$ cat config.mk
export PLATFORM = sky130hd
export DESIGN_NAME = dsp_fe_lane_aligner_flat
export DESIGN_NICKNAME = d
export VERILOG_FILES = /design/src/rtl/dsp_fe_lane_aligner_if.sv /design/src/rtl/dsp_fe_lane_aligner.sv /design/src/flat_wrapper.sv
export SDC_FILE = /design/constraint.sdc
export NUM_CORES = 1
export LEC_CHECK = 0
export ABC_AREA = 1
export CAP_MARGIN = 20
export CORE_MARGIN = 2
export CORE_UTILIZATION = 35
export CTS_CLUSTER_DIAMETER = 100
export DETAILED_ROUTE_END_ITERATION = 8
export SYNTH_ARGS = -nofsm -noshare
export SYNTH_HDL_FRONTEND = slang
export SYNTH_SLANG_ARGS = --single-unit
$ cat constraint.sdc
create_clock -name i_clk -period 3.85 [get_ports i_clk]
set_clock_uncertainty 0.2 [all_clocks]
set_input_delay 0.77 -clock i_clk [delete_from_list [all_inputs] [get_ports i_clk]]
set_output_delay 0.77 -clock i_clk [all_outputs]
set_load 0.01 [all_outputs]
$ cat src/rtl/dsp_fe_lane_aligner_if.sv
// Bus bundle between the ADC deserializer/config side and the lane aligner.
// The master drives DES words, skew and training controls. The slave (the
// aligner) returns the transposed data and the training status.
interface dsp_fe_lane_aligner_if #(
    parameter int ADC_WIDTH     = 6,
    parameter int DES_OUT_WIDTH = 4,
    parameter int MAX_SKEW      = 3
);
    localparam int SKEW_W = $clog2(MAX_SKEW + 1);
    localparam int SLIP_W = (DES_OUT_WIDTH > 1) ? $clog2(DES_OUT_WIDTH) : 1;

    logic [ADC_WIDTH-1:0][DES_OUT_WIDTH-1:0] i_dat_ad_lane;
    logic [ADC_WIDTH-1:0][SKEW_W-1:0]        i_skew_cfg;
    logic                                    i_train_start;
    logic [DES_OUT_WIDTH-1:0]                i_train_pattern;
    logic [DES_OUT_WIDTH-1:0][ADC_WIDTH-1:0] o_dat_da_lane;
    logic [ADC_WIDTH-1:0][SLIP_W-1:0]        o_slip;
    logic [ADC_WIDTH-1:0]                    o_lane_locked;
    logic                                    o_locked;
    logic                                    o_fail;

    modport master (
        output i_dat_ad_lane, i_skew_cfg, i_train_start, i_train_pattern,
        input  o_dat_da_lane, o_slip, o_lane_locked, o_locked, o_fail
    );

    modport slave (
        input  i_dat_ad_lane, i_skew_cfg, i_train_start, i_train_pattern,
        output o_dat_da_lane, o_slip, o_lane_locked, o_locked, o_fail
    );
endinterface

$ cat src/rtl/dsp_fe_lane_aligner.sv
// Lane aligner between the ADC deserializer and the LUT stage.
// Each lane goes through a retime stage, a bitslip selector, a skew delay line
// and an output register. The output register transposes the lanes to
// sample-major order. A training FSM searches each lane's bitslip against a
// known word.
module dsp_fe_lane_aligner #(
    parameter int ADC_WIDTH     = 6,
    parameter int DES_OUT_WIDTH = 4,
    parameter int MAX_SKEW      = 3,
    parameter int TRAIN_MATCH   = 8,
    parameter int TRAIN_TIMEOUT = 256
) (
    input logic                  i_clk,
    input logic                  i_rst_n,
    input logic                  i_en,
    dsp_fe_lane_aligner_if.slave bus
);
    localparam int D       = DES_OUT_WIDTH;
    localparam int SKEW_W  = $clog2(MAX_SKEW + 1);
    localparam int NTAP    = 1 << SKEW_W;
    localparam int SLIP_W  = (D > 1) ? $clog2(D) : 1;
    localparam int MATCH_W = $clog2(TRAIN_MATCH + 1);
    localparam int TOUT_W  = $clog2(TRAIN_TIMEOUT);

    typedef enum logic [1:0] {IDLE = 2'd0, TRAIN = 2'd1, LOCKED = 2'd2, FAIL = 2'd3} state_t;

    state_t state_q, state_d;

    logic [D-1:0]   r_q    [ADC_WIDTH];
    logic [D-1:0]   p_q    [ADC_WIDTH];
    logic [D-1:0]   s_q    [ADC_WIDTH];
    logic [D-1:0]   s_d    [ADC_WIDTH];
    logic [2*D-1:0] cat    [ADC_WIDTH];
    logic [D-1:0]   dly_q  [ADC_WIDTH][MAX_SKEW];
    logic [D-1:0]   tap    [ADC_WIDTH][NTAP];
    logic [D-1:0]   selTap [ADC_WIDTH];

    logic [D-1:0][ADC_WIDTH-1:0]     datOut_q;
    logic [ADC_WIDTH-1:0][SLIP_W-1:0]  slip_q, slip_d;
    logic [ADC_WIDTH-1:0]              laneLock_q, laneLock_d;
    logic [ADC_WIDTH-1:0][MATCH_W-1:0] matchCnt_q, matchCnt_d;
    logic [ADC_WIDTH-1:0][1:0]         settleCnt_q, settleCnt_d;
    logic [TOUT_W-1:0]                 timeoutCnt_q, timeoutCnt_d;

    // Bitslip window: choose D bits from {previous, current} word, offset by slip.
    always_comb begin
        for (int i = 0; i < ADC_WIDTH; i++) begin
            cat[i] = {p_q[i], r_q[i]};
            s_d[i] = cat[i][slip_q[i] +: D];
        end
    end

    // Tap table: tap 0 is undelayed. Indices above MAX_SKEW repeat the deepest
    // stage, so a large config value clamps instead of reading undefined data.
    for (genvar gi = 0; gi < ADC_WIDTH; gi++) begin : g_lane
        for (genvar gk = 0; gk < NTAP; gk++) begin : g_tap
            if (gk == 0) begin : g_direct
                assign tap[gi][gk] = s_q[gi];
            end else if (gk <= MAX_SKEW) begin : g_delayed
                assign tap[gi][gk] = dly_q[gi][gk-1];
            end else begin : g_clamped
                assign tap[gi][gk] = dly_q[gi][MAX_SKEW-1];
            end
        end
    end

    // Per-lane skew tap selection from the live configuration.
    always_comb begin
        for (int i = 0; i < ADC_WIDTH; i++) begin
            selTap[i] = tap[i][bus.i_skew_cfg[i]];
        end
    end

    // Retime, slip and skew pipeline. It advances only when enabled.
    always_ff @(posedge i_clk or negedge i_rst_n) begin
        if (!i_rst_n) begin
            for (int i = 0; i < ADC_WIDTH; i++) begin
                r_q[i] <= '0;
                p_q[i] <= '0;
                s_q[i] <= '0;
                for (int k = 0; k < MAX_SKEW; k++) begin
                    dly_q[i][k] <= '0;
                end
            end
        end else if (i_en) begin
            for (int i = 0; i < ADC_WIDTH; i++) begin
                r_q[i]      <= bus.i_dat_ad_lane[i];
                p_q[i]      <= r_q[i];
                s_q[i]      <= s_d[i];
                dly_q[i][0] <= s_q[i];
                for (int k = 1; k < MAX_SKEW; k++) begin
                    dly_q[i][k] <= dly_q[i][k-1];
                end
            end
        end
    end

    // Output register: transpose from lane-major to sample-major order.
    always_ff @(posedge i_clk or negedge i_rst_n) begin
        if (!i_rst_n) begin
            datOut_q <= '0;
        end else if (i_en) begin
            for (int i = 0; i < ADC_WIDTH; i++) begin
                for (int j = 0; j < D; j++) begin
                    datOut_q[j][i] <= selTap[i][j];
                end
            end
        end
    end

    // Training state and per-lane search registers.
    always_ff @(posedge i_clk or negedge i_rst_n) begin
        if (!i_rst_n) begin
            state_q      <= IDLE;
            slip_q       <= '0;
            laneLock_q   <= '0;
            matchCnt_q   <= '0;
            settleCnt_q  <= '0;
            timeoutCnt_q <= '0;
        end else if (i_en) begin
            state_q      <= state_d;
            slip_q       <= slip_d;
            laneLock_q   <= laneLock_d;
            matchCnt_q   <= matchCnt_d;
            settleCnt_q  <= settleCnt_d;
            timeoutCnt_q <= timeoutCnt_d;
        end
    end

    // Training next-state. A start pulse restarts from any state. After each
    // slip change, the lane waits two cycles so the new alignment can reach s.
    always_comb begin
        state_d      = state_q;
        slip_d       = slip_q;
        laneLock_d   = laneLock_q;
        matchCnt_d   = matchCnt_q;
        settleCnt_d  = settleCnt_q;
        timeoutCnt_d = timeoutCnt_q;
        if (bus.i_train_start) begin
            state_d      = TRAIN;
            slip_d       = '0;
            laneLock_d   = '0;
            matchCnt_d   = '0;
            timeoutCnt_d = '0;
            for (int i = 0; i < ADC_WIDTH; i++) begin
                settleCnt_d[i] = 2'd2;
            end
        end else if (state_q == TRAIN) begin
            for (int i = 0; i < ADC_WIDTH; i++) begin
                if (!laneLock_q[i]) begin
                    if (settleCnt_q[i] != 2'd0) begin
                        settleCnt_d[i] = settleCnt_q[i] - 2'd1;
                    end else if (s_q[i] == bus.i_train_pattern) begin
                        matchCnt_d[i] = matchCnt_q[i] + MATCH_W'(1);
                        if (matchCnt_q[i] == MATCH_W'(TRAIN_MATCH - 1)) begin
                            laneLock_d[i] = 1'b1;
                        end
                    end else begin
                        matchCnt_d[i]  = '0;
                        settleCnt_d[i] = 2'd2;
                        slip_d[i]      = (slip_q[i] == SLIP_W'(D - 1)) ? '0
                                                                       : slip_q[i] + SLIP_W'(1);
                    end
                end
            end
            if (&laneLock_d) begin
                state_d = LOCKED;
            end else if (timeoutCnt_q == TOUT_W'(TRAIN_TIMEOUT - 1)) begin
                state_d = FAIL;
            end else begin
                timeoutCnt_d = timeoutCnt_q + TOUT_W'(1);
            end
        end
    end

    assign bus.o_dat_da_lane = datOut_q;
    assign bus.o_slip        = slip_q;
    assign bus.o_lane_locked = laneLock_q;
    assign bus.o_locked      = (state_q == LOCKED);
    assign bus.o_fail        = (state_q == FAIL);

endmodule
$ cat src/flat_wrapper.sv
// flat-port wrapper written by rule: the top's interface ports become plain ports
module dsp_fe_lane_aligner_flat 
#(
    parameter int ADC_WIDTH     = 6,
    parameter int DES_OUT_WIDTH = 4,
    parameter int MAX_SKEW      = 3,
    parameter int TRAIN_MATCH   = 8,
    parameter int TRAIN_TIMEOUT = 256
)
  (i_clk, i_rst_n, i_en, bus_i_dat_ad_lane, bus_i_skew_cfg, bus_i_train_start, bus_i_train_pattern, bus_o_dat_da_lane, bus_o_slip, bus_o_lane_locked, bus_o_locked, bus_o_fail);
  dsp_fe_lane_aligner_if #(.ADC_WIDTH(ADC_WIDTH), .DES_OUT_WIDTH(DES_OUT_WIDTH), .MAX_SKEW(MAX_SKEW)) bus_i ();
  input logic i_clk;
  input logic i_rst_n;
  input logic i_en;
  input wire logic [$bits(bus_i.i_dat_ad_lane)-1:0] bus_i_dat_ad_lane;
  input wire logic [$bits(bus_i.i_skew_cfg)-1:0] bus_i_skew_cfg;
  input wire logic [$bits(bus_i.i_train_start)-1:0] bus_i_train_start;
  input wire logic [$bits(bus_i.i_train_pattern)-1:0] bus_i_train_pattern;
  output wire logic [$bits(bus_i.o_dat_da_lane)-1:0] bus_o_dat_da_lane;
  output wire logic [$bits(bus_i.o_slip)-1:0] bus_o_slip;
  output wire logic [$bits(bus_i.o_lane_locked)-1:0] bus_o_lane_locked;
  output wire logic [$bits(bus_i.o_locked)-1:0] bus_o_locked;
  output wire logic [$bits(bus_i.o_fail)-1:0] bus_o_fail;
  assign bus_i.i_dat_ad_lane = bus_i_dat_ad_lane;
  assign bus_i.i_skew_cfg = bus_i_skew_cfg;
  assign bus_i.i_train_start = bus_i_train_start;
  assign bus_i.i_train_pattern = bus_i_train_pattern;
  assign bus_o_dat_da_lane = bus_i.o_dat_da_lane;
  assign bus_o_slip = bus_i.o_slip;
  assign bus_o_lane_locked = bus_i.o_lane_locked;
  assign bus_o_locked = bus_i.o_locked;
  assign bus_o_fail = bus_i.o_fail;
  dsp_fe_lane_aligner #(.ADC_WIDTH(ADC_WIDTH), .DES_OUT_WIDTH(DES_OUT_WIDTH), .MAX_SKEW(MAX_SKEW), .TRAIN_MATCH(TRAIN_MATCH), .TRAIN_TIMEOUT(TRAIN_TIMEOUT)) u_core (.i_clk(i_clk), .i_rst_n(i_rst_n), .i_en(i_en), .bus(bus_i));
endmodule
==> flow_summary_export.csv, run 1 <==
group,metric,value,unit
run_status,status,"complete, no violations",
floorplan,fp.dieH,181,um
clock_tree,cts_tree,"yes",
global_route,met1_usage,23.6,%
placed_design,io_buffers,87,
global_route,top_usage_layer,"met2",
floorplan,rows,64,
worst_setup_path,critical_path_depth,1,
routing,routed_via_density,4.84,
sta,max_slew_margin,46.5,%
logic_synthesis,synth.ff_latch_count,226,
worst_setup_path,slowest_delay,650,ps
routing,drt_pass1_iterations,5,
sta,fmax,362,MHz
worst_setup_path,cp_slowest_cell,"dfrtp_1",
floorplan,start_util,35.7,%
final_layout,final_nets,1490,
logic_synthesis,synth_top_area_cell,"dfrtp_1",
floorplan,dieArea,32700,sq um
worst_setup_path,path_cells,"clkdlybuf4s50_1",
routing,wl_per_cell,13.9,um
clock_tree,h-tree-depth,1,
placed_design,gp_congestion,0.778,
routing,drc,0,
worst_setup_path,setup.worst_path.end_class,"primary output",
sta,period_share,71.7,%
clock_tree,post_cts_resized,0,
floorplan,io_pins,88,
global_route,grt_pass1_wl,42.8,mm
clock_tree,post_cts_buffers,0,
logic_synthesis,yosysWarnings,0,
logic_synthesis,synth_area,11000,sq um
worst_setup_path,rr_worst_depth,10,
logic_synthesis,yosysUniqueCellTypes,39,
worst_setup_path,required,2880,ps
clock_tree,cts_root_buffer,"clkbuf_16",
placed_design,hpwl,17.7,mm
global_route,grt_remaining_overflow,0,
worst_setup_path,cp_top_family,"flip-flops",
clock_tree,postCtsHoldBufs,0,
logic_synthesis,synth_top_cell_area_share,51.6,%
sta,timing_hold_violations_final,0,
routing,ant_nets,0,
sta,setup-violations-final,0,
floorplan,die_width,181,um
logic_synthesis,syn_inst,1362,
clock_tree,numCtsBuffers,25,
routing,drt_iter0_drc,533,
routing,via_count,8898,
global_route,antenna_found_initial,0,
power_and_ir_drop,powerDensity,616,nW/um^2
job,max-cap-violations,0,
power_and_ir_drop,peakVddDrop,0.271,mV
global_route,globalRouteMet3Util,2.14,%
sta,rsz0062_at_grt,"false",
worst_setup_path,startpoint_type,"flop",
logic_synthesis,yosysSeqAreaShare,51.6,%
final_layout,final_common_cell,"nand2_1",
logic_synthesis,synth.net_count,1427,
global_route,grt_pass1_vias,8423,
routing,routed_wirelength,25.5,mm
clock_tree,clock_sink_count,226,
sta,hold_ws,90.9,ps
clock_tree,ctsLongestPathBuffers,3,
final_layout,final_layout_size_suffix_gt1_share,4.44,%
sta,final_max_slew_viol_count,0,
final_layout,final_cell_mix,"nand2_1 (316), o21ai_0 (235), dfrtp_1 (226)",
clock_tree,clk_pin_slew_worst_paths,60,ps
worst_hold_path,hp-class,"input pin to asynchronous set/reset pin",
sta,min_period,2760,ps
global_route,grt_max_degree,100,
global_route,use_met2,23.8,%
power_and_ir_drop,p_leak,0.00602,uW
floorplan,fp.coreArea,30700,sq um
worst_setup_path,arrival,1790,ps
placed_design,dp.cells,1794,
final_layout,stdcell_count,1837,
worst_setup_path,crit_type,"flop to primary output",
final_layout,area_growth,18.6,%
worst_setup_path,cp_max_fo,16,
logic_synthesis,syn_avg_cell_area,8.04,sq um
logic_synthesis,synth_area_leaders,"dfrtp_1 (52%), nand2_1 (11%), o21ai_0 (11%)",
worst_setup_path,crit_buf_inv,1,
clock_tree,clkLatencyLatePin,500,ps
sta,finalSetupTns,0,ps
global_route,grt.total_usage,15.7,%
sta,worst_slew_pin_slew,802,ps
## cell usage after synthesis, drive strengths merged
library cell / n
and3: 1
nand2: 317
buf: 11
o21bai: 1
nand3b: 2
a21oi: 83
a31oi: 33
ha: 21
nor3: 6
dfrtp: 226
o21a: 3
nor2: 76
o21ai: 245
o31ai: 2
clkinv: 3
and2: 3
xor2: 10
a32o: 2
o22ai: 3
inv: 190
o211ai: 18
a22oi: 1
nand4: 3
mux2i: 1
clkbuf: 49
xnor2: 3
nand3: 49
## cells by family after synthesis
group | synth area share (%)
simple gates | 16.7
compound gates | 19.2
buf+inv | 8.84
flops | 51.6
fa+ha+maj | 2.40
xor+xnor | 1.04
mux | 0.0914
## power by group
group | total (uW) | switching [uW] | internal [uW]
logic | 2030 | 1190 | 842
clock network | 2370 | 913 | 1460
registers | 3590 | 586 | 3000
total | 8000 | 2690 | 5310
## cell type report
type	count	area, sq um
inverter	193	724
sequential	226	5660
clock inverter	7	110
tap	396	495
clock buffer	35	703
timing repair buffer	96	970
fill	3088	17700
antenna	1	2.50
multi-input combinational	883	4330
## path summary, 6_finish.rpt
check	slack, ps	end	from
max	1090	bus_o_slip[0]	u_core.bus.o_slip[0]
min	90	u_core.dly_q[13]	i_rst_n
max reg2reg	1480	u_core.bus.o_slip[9]	u_core.state_q[1]
min reg2reg	280	u_core.dly_q[41]	u_core.dly_q[45]
max in group asynchronous	2450	u_core.cat[35]	i_rst_n
min in group i_clk	280	u_core.dly_q[41]	u_core.dly_q[45]
## through the flow
| stage | area (sq um) | utilization (%) | worst slack [ps] | power [uW] |
|---|---|---|---|---|
| after floorplan | 11000 | - | 1740 | 4820 |
| after global placement | 12200 | 39.7 | 650 | 5620 |
| after detailed placement | 12200 | 39.7 | 656 | 5680 |
| after CTS | 13000 | 42.3 | 1040 | 8100 |
| after global routing | 13000 | 42.3 | 950 | 8610 |
| final | 13000 | 42.4 | 1090 | 8000 |
## per-layer routing
metal  part of all wire, %  vias to the layer above
li1                      -                     4544
met1                    50                     4170
met2                    43                      145
met3                   4.8                       39
met4                   2.2                        0
met5                     0                        -
## state kept, by name, indices dropped and copies added, names as in the netlist
name                      cells
u_core.state_q                2
u_core.bus.o_lane_locked      6
u_core.dly_q                 72
u_core.bus.o_dat_da_lane     24
u_core.cat                   42
u_core.settleCnt_q           12
u_core.bus.o_slip            12
u_core.timeoutCnt_q           8
u_core.matchCnt_q            24
u_core.s_q                   24
Power figures use the tool's default switching activity.
==> run 2, diff against run 1 <==
==> constraint.sdc (replaced) <==
create_clock -name i_clk -period 2.65 [get_ports i_clk]
set_clock_uncertainty 0.2 [all_clocks]
set_input_delay 0.53 -clock i_clk [delete_from_list [all_inputs] [get_ports i_clk]]
set_output_delay 0.53 -clock i_clk [all_outputs]
set_load 0.01 [all_outputs]
==> flow_summary_export.csv, run 2 (same netlist as run 1, synthesis figures left out) <==
group,metric,value,unit
routing,dr_wl_met3,1.33,mm
placed_design,hpwl,18.2,mm
worst_setup_path,setup.worst_path.end_class,"primary output",
floorplan,rows,64,
sta,fmax,397,MHz
run_status,status,"complete, no violations",
placed_design,preCtsSetupSlack,-23.1,ps
clock_tree,post_cts_buffers,0,
routing,wl_per_cell,14.1,um
worst_setup_path,cp_slowest_cell,"dfrtp_1",
routing,routed.top_layer,"met4",
sta,final_max_slew_viol_count,0,
job,max-cap-violations,0,
floorplan,fp.dieH,181,um
clock_tree,clkLatencyLatePin,520,ps
global_route,grt_pass1_vias,8250,
routing,ant_nets,0,
worst_setup_path,arrival,1790,ps
sta,rsz0062_at_grt,"false",
global_route,grt.total_usage,16.0,%
final_layout,diodes,0,
worst_setup_path,path_cells,"clkdlybuf4s50_1",
floorplan,dieArea,32700,sq um
placed_design,gp_congestion,0.795,
worst_setup_path,crit_buf_inv,1,
floorplan,fp.coreArea,30700,sq um
global_route,grt_max_degree,182,
clock_tree,postCtsHoldBufs,1,
routing,dr_wl_met2,11.3,mm
worst_setup_path,crit_type,"flop to primary output",
sta,setup_ws,134,ps
sta,setup-violations-final,0,
sta,max_slew_margin,48.1,%
worst_setup_path,startpoint_type,"flop",
placed_design,io_buffers,87,
final_layout,final_cell_mix,"nand2_1 (316), o21ai_0 (235), dfrtp_1 (226)",
routing,routed_wirelength,26.1,mm
routing,via_count,9067,
global_route,antenna_found_initial,0,
floorplan,start_util,35.7,%
routing,drt_pass1_iterations,8,
routing,drt_iter0_drc,574,
global_route,grt_pass1_wl,43.2,mm
power_and_ir_drop,p_switching,4020,uW
sta,worst_slew_pin_slew,779,ps
power_and_ir_drop,clkPwrFrac,30.2,%
sta,period_share,94.9,%
final_layout,area_growth,20.0,%
power_and_ir_drop,p_leak,0.00611,uW
routing,routed_via_density,4.89,
clock_tree,ctsLongestPathBuffers,3,
clock_tree,clock_sink_count,226,
worst_setup_path,cp_max_fo,16,
floorplan,die_width,181,um
sta,min_period,2520,ps
final_layout,final_nets,1502,
floorplan,io_pins,88,
final_layout,fin_util,42.9,%
routing,m1WireLength,13.1,mm
final_layout,final_common_cell,"nand2_1",
worst_setup_path,slowest_delay,630,ps
final_layout,largest-register,"u_core.dly_q",
clock_tree,post_cts_resized,0,
power_and_ir_drop,powerDensity,896,nW/um^2
final_layout,final_layout_size_suffix_gt1_share,5.35,%
clock_tree,h-tree-depth,1,
sta,hold_ws,277,ps
routing,drc,0,
clock_tree,cts_root_buffer,"clkbuf_16",
power_and_ir_drop,peakVddDrop,0.519,mV
final_layout,largest_reg_flops,72,
clock_tree,clk_pin_slew_worst_paths,60,ps
power_and_ir_drop,seqPwrFrac,44.1,%
clock_tree,cts_tree,"yes",
power_and_ir_drop,p_int,7770,uW
power_and_ir_drop,pwr-share-comb,25.7,%
sta,timing_hold_violations_final,0,
power_and_ir_drop,switching_share,34.1,%
worst_setup_path,cp_top_family,"flip-flops",
global_route,grt_remaining_overflow,0,
worst_setup_path,required,1920,ps
clock_tree,numCtsBuffers,26,
worst_hold_path,hp-class,"flop to flop",
==> run 2: cell count changes in the layout (fill, tap and decap cells not counted) <==
| cell | change |
|---|---|
| buf_12 | +3 |
| dlygate4sd3_1 | +1 |
| clkinv_2 | +3 |
| clkbuf_8 | -1 |
| buf_4 | +7 |
| clkbuf_16 | +2 |
| clkbuf_1 | +2 |
| diode_2 | -1 |
| inv_6 | +1 |
| bufinv_16 | -1 |
==> run 2: through the flow <==
stage	instances	instance area, sq um	power, uW	setup TNS (ps)
3_3_place_gp	1804	12300	8210	-66.3
3_5_place_dp	1804	12300	8300	-140
6_report	1853	13100	11800	0
5_1_grt	1853	13100	12700	0
2_1_floorplan	1362	11000	7010	0
4_1_cts	1853	13100	11900	0
==> run 2: routing by layer <==
| layer | up-vias | track usage (%) |
|---|---|---|
| li1 | 4585 | - |
| met1 | 4244 | 24.5 |
| met2 | 205 | 23.6 |
| met3 | 33 | 2.28 |
| met4 | 0 | 3.77 |
| met5 | - | 0 |
==> run 2: cell type report <==
class                      instances  area [sq um]
tap                              396           495
clock buffer                      38           747
multi-input combinational        883          4330
sequential                       226          5660
fill                            3085         17500
clock inverter                    10           104
inverter                         193           724
timing repair buffer             107          1090
==> run 2: power groups by stage <==
stage	combinational, uW	sequential (uW)	clock [uW]
floorplan	2010	5000	0
global placement	2970	5240	0
detailed placement	3040	5260	0
CTS	3060	5210	3660
global route	3490	5360	3810
finish	3030	5200	3560
==> run 2: worst reg2reg max path, delay by kind of cell (launching register included) <==
family                   cells  cell delay (ps)
AND/OR/NAND/NOR              8              890
buffers and inverters        3              440
flip-flops                   1              400
adder cells (fa/ha/maj)      1              210
==> run 2: final timing paths <==
path,from,end,slack [ps],depth (start not counted)
min,u_core.cat[24],u_core.cat[28],280,2
max in group asynchronous,i_rst_n,u_core.cat[30],1160,3
min reg2reg,u_core.cat[24],u_core.cat[28],280,2
max reg2reg,u_core.timeoutCnt_q[0],u_core.timeoutCnt_q[3],460,12
min in group asynchronous,i_rst_n,u_core.dly_q[23],350,2
max,u_core.bus.o_slip[0],bus_o_slip[0],130,1
